## config.mk

```make
export PLATFORM = sky130hd
export DESIGN_NAME = mat_vec_mul_arb_flat
export DESIGN_NICKNAME = d
export VERILOG_FILES = /design/src/rtl/mat_vec_mul_arb_if.sv /design/src/rtl/mat_vec_mul_arb.sv /design/src/flat_wrapper.sv
export SDC_FILE = /design/constraint.sdc
export NUM_CORES = 1
export LEC_CHECK = 0
export BUFFER_PORTS_ARGS = -buffer_cell sky130_fd_sc_hd__buf_4
export CAP_MARGIN = 0
export CORE_UTILIZATION = 40
export CTS_CLUSTER_SIZE = 12
export DETAILED_ROUTE_END_ITERATION = 10
export PLACE_DENSITY = 0.8
export SKIP_LAST_GASP = 1
export SYNTH_ARGS = -nofsm -noshare
export SYNTH_HDL_FRONTEND = slang
export SYNTH_SLANG_ARGS = --single-unit
```

## constraint.sdc

```tcl
create_clock -name i_clk -period 4.7 [get_ports i_clk]
set_input_delay 0 -clock i_clk [delete_from_list [all_inputs] [get_ports i_clk]]
set_output_delay 0 -clock i_clk [all_outputs]
set_load 0.01 [all_outputs]
```

## src/rtl/mat_vec_mul_arb_if.sv

```systemverilog
// mat_vec_mul_arb_if: requester and engine signals of the shared mat_vec_mul arbiter.
interface mat_vec_mul_arb_if #(
    parameter int N_REQ      = 2,
    parameter int PROC_SIZE  = 16,
    parameter int MAT_ADDR_W = 5,
    parameter int VEC_ADDR_W = 3
);
    logic [N_REQ-1:0]           i_req;
    logic [N_REQ-1:0]           o_gnt;
    logic [N_REQ-1:0]           o_done;
    logic [N_REQ-1:0]           o_err;
    logic [N_REQ*PROC_SIZE-1:0] i_mat_flat;
    logic [N_REQ*PROC_SIZE-1:0] i_vec_flat;
    logic [MAT_ADDR_W-1:0]      o_mat_addr;
    logic [VEC_ADDR_W:0]        o_vec_addr;
    logic                       o_eng_start;
    logic [MAT_ADDR_W-1:0]      i_eng_mat_addr;
    logic [VEC_ADDR_W:0]        i_eng_vec_addr;
    logic [PROC_SIZE-1:0]       o_eng_mat;
    logic [PROC_SIZE-1:0]       o_eng_vec;
    logic                       i_eng_done;

    modport slave (
        input  i_req, i_mat_flat, i_vec_flat, i_eng_mat_addr, i_eng_vec_addr, i_eng_done,
        output o_gnt, o_done, o_err, o_mat_addr, o_vec_addr, o_eng_start, o_eng_mat, o_eng_vec
    );

    modport master (
        output i_req, i_mat_flat, i_vec_flat, i_eng_mat_addr, i_eng_vec_addr, i_eng_done,
        input  o_gnt, o_done, o_err, o_mat_addr, o_vec_addr, o_eng_start, o_eng_mat, o_eng_vec
    );
endinterface

```

## src/rtl/mat_vec_mul_arb.sv

```systemverilog
// mat_vec_mul_arb: round-robin arbiter/sequencer sharing one mat_vec_mul engine among N_REQ requesters.
module mat_vec_mul_arb #(
    parameter int N_REQ      = 2,
    parameter int PROC_SIZE  = 16,
    parameter int MAT_ADDR_W = 5,
    parameter int VEC_ADDR_W = 3,
    parameter int TIMEOUT    = 1024
) (
    input logic             i_clk,
    input logic             i_rst_n,
    mat_vec_mul_arb_if.slave bus
);
    localparam int IDX_W = $clog2(N_REQ);
    localparam int CNT_W = $clog2(TIMEOUT);

    typedef enum logic [1:0] {IDLE, START, RUN, HOLD} state_t;

    state_t           state_q, state_d;
    logic [N_REQ-1:0] gnt_q, gnt_d;
    logic [N_REQ-1:0] done_q, done_d;
    logic [N_REQ-1:0] err_q, err_d;
    logic             start_q, start_d;
    logic [CNT_W-1:0] cnt_q, cnt_d;
    logic [IDX_W-1:0] last_q, last_d;
    logic [IDX_W-1:0] sel_q, sel_d;
    logic [IDX_W-1:0] win;
    logic             found;

    // First pending request strictly after last, wrapping modulo N_REQ.
    always_comb begin
        win   = last_q;
        found = 1'b0;
        for (int i = 1; i <= N_REQ; i++) begin
            if (!found && bus.i_req[(int'(last_q) + i) % N_REQ]) begin
                win   = IDX_W'((int'(last_q) + i) % N_REQ);
                found = 1'b1;
            end
        end
    end

    always_comb begin
        state_d = state_q;
        gnt_d   = gnt_q;
        sel_d   = sel_q;
        last_d  = last_q;
        cnt_d   = cnt_q;
        start_d = 1'b0;
        done_d  = '0;
        err_d   = '0;
        case (state_q)
            IDLE: if (found) begin
                state_d = START;
                gnt_d   = N_REQ'(1) << win;
                sel_d   = win;
                start_d = 1'b1;
                cnt_d   = '0;
            end
            START: state_d = RUN;
            RUN: begin
                if (bus.i_eng_done) begin
                    state_d = HOLD;
                    done_d  = gnt_q;
                end else if (cnt_q == CNT_W'(TIMEOUT - 1)) begin
                    state_d = HOLD;
                    err_d   = gnt_q;
                end else begin
                    cnt_d = (cnt_q == '1) ? cnt_q : cnt_q + 1'b1;
                end
            end
            HOLD: if (!bus.i_req[sel_q]) begin
                state_d = IDLE;
                gnt_d   = '0;
                last_d  = sel_q;
            end
            default: state_d = IDLE;
        endcase
    end

    always_ff @(posedge i_clk) begin
        if (!i_rst_n) begin
            state_q <= IDLE;
            gnt_q   <= '0;
            done_q  <= '0;
            err_q   <= '0;
            start_q <= 1'b0;
            cnt_q   <= '0;
            last_q  <= IDX_W'(N_REQ - 1);
            sel_q   <= '0;
        end else begin
            state_q <= state_d;
            gnt_q   <= gnt_d;
            done_q  <= done_d;
            err_q   <= err_d;
            start_q <= start_d;
            cnt_q   <= cnt_d;
            last_q  <= last_d;
            sel_q   <= sel_d;
        end
    end

    assign bus.o_gnt       = gnt_q;
    assign bus.o_done      = done_q;
    assign bus.o_err       = err_q;
    assign bus.o_eng_start = start_q;
    assign bus.o_mat_addr  = bus.i_eng_mat_addr;
    assign bus.o_vec_addr  = bus.i_eng_vec_addr;
    assign bus.o_eng_mat   = (|gnt_q) ? bus.i_mat_flat[sel_q*PROC_SIZE +: PROC_SIZE] : '0;
    assign bus.o_eng_vec   = (|gnt_q) ? bus.i_vec_flat[sel_q*PROC_SIZE +: PROC_SIZE] : '0;
endmodule

```

## src/flat_wrapper.sv

```systemverilog
// flat-port wrapper written by rule: the top's interface ports become plain ports
module mat_vec_mul_arb_flat 
#(
    parameter int N_REQ      = 2,
    parameter int PROC_SIZE  = 16,
    parameter int MAT_ADDR_W = 5,
    parameter int VEC_ADDR_W = 3,
    parameter int TIMEOUT    = 1024
)
  (i_clk, i_rst_n, bus_i_req, bus_i_mat_flat, bus_i_vec_flat, bus_i_eng_mat_addr, bus_i_eng_vec_addr, bus_i_eng_done, bus_o_gnt, bus_o_done, bus_o_err, bus_o_mat_addr, bus_o_vec_addr, bus_o_eng_start, bus_o_eng_mat, bus_o_eng_vec);
  mat_vec_mul_arb_if #(.N_REQ(N_REQ), .PROC_SIZE(PROC_SIZE), .MAT_ADDR_W(MAT_ADDR_W), .VEC_ADDR_W(VEC_ADDR_W)) bus_i ();
  input logic i_clk;
  input logic i_rst_n;
  input wire logic [$bits(bus_i.i_req)-1:0] bus_i_req;
  input wire logic [$bits(bus_i.i_mat_flat)-1:0] bus_i_mat_flat;
  input wire logic [$bits(bus_i.i_vec_flat)-1:0] bus_i_vec_flat;
  input wire logic [$bits(bus_i.i_eng_mat_addr)-1:0] bus_i_eng_mat_addr;
  input wire logic [$bits(bus_i.i_eng_vec_addr)-1:0] bus_i_eng_vec_addr;
  input wire logic [$bits(bus_i.i_eng_done)-1:0] bus_i_eng_done;
  output wire logic [$bits(bus_i.o_gnt)-1:0] bus_o_gnt;
  output wire logic [$bits(bus_i.o_done)-1:0] bus_o_done;
  output wire logic [$bits(bus_i.o_err)-1:0] bus_o_err;
  output wire logic [$bits(bus_i.o_mat_addr)-1:0] bus_o_mat_addr;
  output wire logic [$bits(bus_i.o_vec_addr)-1:0] bus_o_vec_addr;
  output wire logic [$bits(bus_i.o_eng_start)-1:0] bus_o_eng_start;
  output wire logic [$bits(bus_i.o_eng_mat)-1:0] bus_o_eng_mat;
  output wire logic [$bits(bus_i.o_eng_vec)-1:0] bus_o_eng_vec;
  assign bus_i.i_req = bus_i_req;
  assign bus_i.i_mat_flat = bus_i_mat_flat;
  assign bus_i.i_vec_flat = bus_i_vec_flat;
  assign bus_i.i_eng_mat_addr = bus_i_eng_mat_addr;
  assign bus_i.i_eng_vec_addr = bus_i_eng_vec_addr;
  assign bus_i.i_eng_done = bus_i_eng_done;
  assign bus_o_gnt = bus_i.o_gnt;
  assign bus_o_done = bus_i.o_done;
  assign bus_o_err = bus_i.o_err;
  assign bus_o_mat_addr = bus_i.o_mat_addr;
  assign bus_o_vec_addr = bus_i.o_vec_addr;
  assign bus_o_eng_start = bus_i.o_eng_start;
  assign bus_o_eng_mat = bus_i.o_eng_mat;
  assign bus_o_eng_vec = bus_i.o_eng_vec;
  mat_vec_mul_arb #(.N_REQ(N_REQ), .PROC_SIZE(PROC_SIZE), .MAT_ADDR_W(MAT_ADDR_W), .VEC_ADDR_W(VEC_ADDR_W), .TIMEOUT(TIMEOUT)) u_core (.i_clk(i_clk), .i_rst_n(i_rst_n), .bus(bus_i));
endmodule
```

# Word level (Yosys, flattened, before mapping)
# Index checks and enable logic that the tools add are counted.
totals:
  register_bits: 21
op_classes:
  n_addsub: 3
  magnitude_cmp: 3
  n_eq_ne: 9
  shift: 3
  n_mux: 26
  bitwise_logic: 6
  n_reduce_logical: 14
ops:
  columns: ["cell", "n"]
  rows:
  - ["$shiftx A32 B6 Y16", 2]
  - ["$mux W16", 2]
  - ["$mux W10", 3]
  - ["$pmux W10 S2", 1]
  - ["$mux W1", 13]
  - ["$add A10 B1 Y10 const B", 1]
  - ["$eq A10 B10 Y1 const B", 1]
  - ["$mux W2", 5]
  - ["$reduce_and A3 Y1", 3]
  - ["$pmux W2 S4", 1]
  - ["$lt A2 B3 Y1 const B", 2]
  - ["$ne A2 B2 Y1 const B", 3]
  - ["$reduce_and A2 Y1", 3]
  - ["$eq A2 B2 Y1 const B", 2]
  - ["$not A1 Y1", 4]
  - ["$pmux W2 S2", 1]
  - ["$reduce_and A4 Y1", 1]
  - ["$reduce_bool A2 Y1", 2]
  - ["$reduce_or A4 Y1", 1]
  - ["$ne A3 B2 Y1 const B", 1]
  - ["$add A1 B1 Y1 const B", 2]
  - ["$and A1 B1 Y1 const A", 2]
  - ["$eq A2 B1 Y1 const B", 1]
  - ["$logic_not A2 Y1", 1]
  - ["other kinds (6)", 6]

# Logic depth before layout (Yosys ltp)
depth:
  word_depth: 12
  depth_mapped: 8
  ltp_nobuf: 6

# Worst setup path before layout
# OpenSTA, ideal clock, no wires.
synth_timing:
  path_type: "register -> register"
  from: "register u_core.state_q[0]"
  to: "register u_core.cnt_q[4]"
  arrival_ns: 1.581
  t_required_ns: 4.565
  setup_slack_ns: 2.985
  path_stages_with_launch: 9
  period_less_slack_ns: 1.715
  path_cell_list: "dfxtp_1 inv_1 ha_1 or3b_1 buf_2 o211ai_2 buf_6 o311ai_0 o21ai_0"
synth_via:
  elab_chain_len: 3
  elab_cells_between_ends: 8
  cone_classes: "eq/ne: 4; mux: 1; reduce/logical: 3"
synth_rtl:
  columns: ["item", "line_no", "source"]
  rows:
  - ["start: declaration", "mat_vec_mul_arb.sv:18", "state_t state_q, state_d;"]
  - ["start signal: assignment", "mat_vec_mul_arb.sv:90", "state_q <= state_d;"]
  - ["$eq A2 B2 Y1 or $logic_not A2 Y1 (tied branches)", "mat_vec_mul_arb.sv:50", "case (state_q)"]
  - ["$ne A2 B2 Y1 (no line) (tied with other cells)", null, null]
  - ["$reduce_and A4 Y1 (no line)", null, null]
  - ["end signal: assignment", "mat_vec_mul_arb.sv:95", "cnt_q <= cnt_d;"]
  - ["end: declaration", "mat_vec_mul_arb.sv:23", "logic [CNT_W-1:0] cnt_q, cnt_d;"]
# Several ways; a longest one is shown, not always the timed one.
# A chain may end at the register's enable or synchronous reset.

# Worst setup path after layout
layout_timing:
  from: "register u_core.state_q[0]"
  to: "register u_core.cnt_q[6]"
# The elaborated chain is that of the path after synthesis.

==> flow_metrics.env <==
export IMPL_internal_power_uw=596.8
export IMPL_synth_warnings=0
export IMPL_finalNonFillerCells=349
export IMPL_drt_iter0_drc=110
export IMPL_first_global_vias=1533
export IMPL_post_route_period_util_pct=47.51
export IMPL_nNetsFinal=382
export IMPL_register_area_um2=421.7
export IMPL_synth_seq_cells=21
export IMPL_dr_total_vias=1782
export IMPL_placed_cells=344
export IMPL_hold_viol=0
export IMPL_worst_pin_slew_ns=1.193
export IMPL_finalCoreUtilization_pct=61.65
export IMPL_crit_start="u_core.state_q[0]"
export IMPL_fin_skew_ns=0.001451
export IMPL_finalSetupViolations=0
export IMPL_post_dp_cell_area_um2=2427
export IMPL_die_y_um=66.86
export IMPL_status="finished, final reports clean"
export IMPL_wirelength_um=4604
export IMPL_fin_crit_ns=2.233
export IMPL_required_ns=4.86
export IMPL_min_from="bus_i_eng_vec_addr[2]"
export IMPL_io_pin_count=126
export IMPL_diodes=0
export IMPL_coreArea_um2=4029
export IMPL_p_leak_nw=1.137
export IMPL_synth_cell_type_count=44
export IMPL_dp_hpwl_um=3491
export IMPL_cts_buffers=3
export IMPL_post_cts_resized=0
export IMPL_synth_top_cell_area_share_pct=24.98
export IMPL_fmaxAchievable_ghz=0.4479
export IMPL_rsz0062_at_grt="no"
export IMPL_rows=23
export IMPL_grt_max_degree=36
export IMPL_syn_area_per_cell_um2=8.091
export IMPL_wl_per_cell_um=13.19
export IMPL_hold_path_class="in -> out"
export IMPL_p_switching_uw=438.1
export IMPL_synthesis_area_um2=1683
export IMPL_drtPass1Iterations=4
export IMPL_cts_buffer_depth=2
export IMPL_crit_type="reg -> reg"
export IMPL_setup_tns_final_ns=0
export IMPL_design_area_um2=2484
export IMPL_cp_arrival_ns=2.39
export IMPL_p_total_mw=1.035
export IMPL_numPortBuffers=107
export IMPL_gr_usage_all_layers_pct=18.60
export IMPL_initial_core_util_pct=41.77
export IMPL_power_density_nw_per_um2=416.7
export IMPL_swShare_pct=42.33
export IMPL_clk_latency_ns=0.27
export IMPL_peakVddDrop_v=0.0002329
export IMPL_cts_sinks=21
export IMPL_grt_overflow_total=0
export IMPL_startpoint_type="register"
export IMPL_cts_setup_buffers=0
export IMPL_synthToLayoutAreaGrowth_pct=47.58
export IMPL_synth_area_leaders="dfxtp_1 (25%), mux2i_1 (21%), nor2_1 (8.0%), buf_4 (4.0%), ha_1 (3.0%)"
export IMPL_yosysSeqAreaShare_pct=24.98
export IMPL_synth_fp_nets=290
export IMPL_rr_startpoint="u_core.state_q[0]"
export IMPL_cts_root_buf="clkbuf_8"
export IMPL_die_x_um=66.86
export IMPL_drive_gt1_share_pct=40.47
export IMPL_drc=0
export IMPL_multiInputGateArea_um2=1106
export IMPL_synthCells=208
export IMPL_antenna_found_initial=0
export IMPL_antenna_left=0
export IMPL_dieArea_um2=4470
export IMPL_path_clk_slew_ns=0.08
export IMPL_endpoint_kind="register"
export IMPL_synth_top_cell_by_area="dfxtp_1"
export IMPL_slew_violations=0
export IMPL_drv_cap=0
export IMPL_p_seq_share_pct=24.8
export IMPL_routabilityCongestion=0.8828
export IMPL_drt_vias_per_instance=5.106
export IMPL_worstPathMaxFanout=10
export IMPL_htree_num_levels=1
export IMPL_grt_pass1_wl_um=6417
export IMPL_cts_tree="done"
export IMPL_p_clk_share_pct=12.0
export IMPL_comb_power_share_pct=63.2
export IMPL_fillers=364
export IMPL_maxSlewHeadroom_pct=20.40
layout make-up:
class                           count  area share, %
Tap cell                           50          2.519
Multi-Input combinational cell    158          44.53
Sequential cell                    21          16.98
Inverter                            7          1.058
Clock inverter                      1         0.2015
Clock buffer                        3          1.662
Timing Repair Buffer              109          33.05
routing by layer:
| metal | vias up | routed length (um) | track usage (%) |
|---|---|---|---|
| met4 | 0 | 80 | 8.245 |
| met3 | 9 | 223 | 2.226 |
| met2 | 62 | 2249 | 30.68 |
| li1 | 914 | - | - |
| met5 | - | 0 | 0 |
| met1 | 797 | 2050 | 24.00 |
worst max-delay path: stages, from the launching register on:
cell	delay, ns
dfxtp_1	0.33
inv_1	0.08
ha_1	0.36
inv_1	0.14
nor4_1	0.72
buf_4	0.27
o31ai_1	0.08
o311a_1	0.14
worst paths after layout:
check / to / slack, ns / depth (start not counted)
worst max-delay path: u_core.cnt_q[6] / 2.47 / 7
worst min register to register: u_core.state_q[0] / 0.49 / 2
worst max register to register: u_core.cnt_q[6] / 2.47 / 7
worst min-delay path: bus_o_vec_addr[2] / 0.000004 / 0
Yosys cell counts (all sizes together):
| cell type | count |
|---|---|
| o211ai | 2 |
| a31oi | 2 |
| dfxtp | 21 |
| o211a | 1 |
| ha | 4 |
| and3b | 1 |
| nor2b | 3 |
| nor2 | 36 |
| or3b | 1 |
| nor4 | 4 |
| nand3 | 8 |
| o311a | 2 |
| nand2 | 13 |
| a32oi | 1 |
| o31a | 1 |
| o311ai | 1 |
| nor3 | 1 |
| mux2 | 1 |
| or2 | 1 |
| nand2b | 2 |
| nor3b | 1 |
| and3 | 3 |
| inv | 7 |
| o32ai | 1 |
| o31ai | 2 |
| mux2i | 36 |
| a21oi | 4 |
| a211oi | 5 |
| clkbuf | 5 |
| nand4b | 3 |
| nand4 | 1 |
| and4 | 1 |
| a21boi | 4 |
| o21ai | 7 |
| nand3b | 3 |
| o22ai | 2 |
| buf | 17 |
per-stage QoR:
| stage | hold slack [ns] | setup slack, ns |
|---|---|---|
| 2_1_floorplan | 0.07816 | 2.985 |
| 3_3_place_gp | 0.00007494 | 2.570 |
| 3_5_place_dp | 0.00007494 | 2.499 |
| 4_1_cts | 0.00007494 | 2.479 |
| 5_1_grt | 0.00001862 | 2.294 |
| 6_report | 0.000004468 | 2.467 |
kinds of logic after synthesis:
kind of cell               Yosys count  synth area share (%)
and+or+nand+nor                     82                 24.09
muxes                               37                 22.08
AOI/OAI and AO/OA                   35                 16.43
buffers and inverters               29                 9.442
DFF                                 21                 24.98
adders and majority gates            4                 2.974
cells in the final DEF, fill, tap and decap left out, drive strengths merged, types with 4 or more instances in the layout:
cell type / instances
ha: 4
a21boi: 4
nor4: 4
a21oi: 4
buf: 108
o21ai: 7
nor2: 36
nand2: 13
dfxtp: 21
mux2i: 36
nand3: 8
a211oi: 5
inv: 7
power groups by stage:
| stage | Combinational [mW] | Sequential [mW] | Clock (mW) |
|---|---|---|---|
| final | 0.654 | 0.257 | 0.124 |
| after global routing | 0.716 | 0.261 | 0.135 |
| after CTS | 0.660 | 0.257 | 0.127 |
| after detailed placement | 0.656 | 0.260 | 0 |
| after global placement | 0.646 | 0.259 | 0 |
| after floorplan | 0.410 | 0.227 | 0 |
sequential cells by signal (all words and copies together), names as in the netlist:
signal,cells
u_core.bus.o_done,2
u_core.sel_q,1
u_core.bus.o_eng_start,1
u_core.state_q,2
u_core.last_q,1
u_core.bus.o_err,2
u_core.bus.o_gnt,2
u_core.cnt_q,10
repair_timing:
item / 4_1_cts / 5_1_grt
setup endpoints to repair: 0 / 0
hold buffers: 1 / 0
hold endpoints to repair: 2 / 0
No activity file was read; power rests on OpenSTA's default activity.
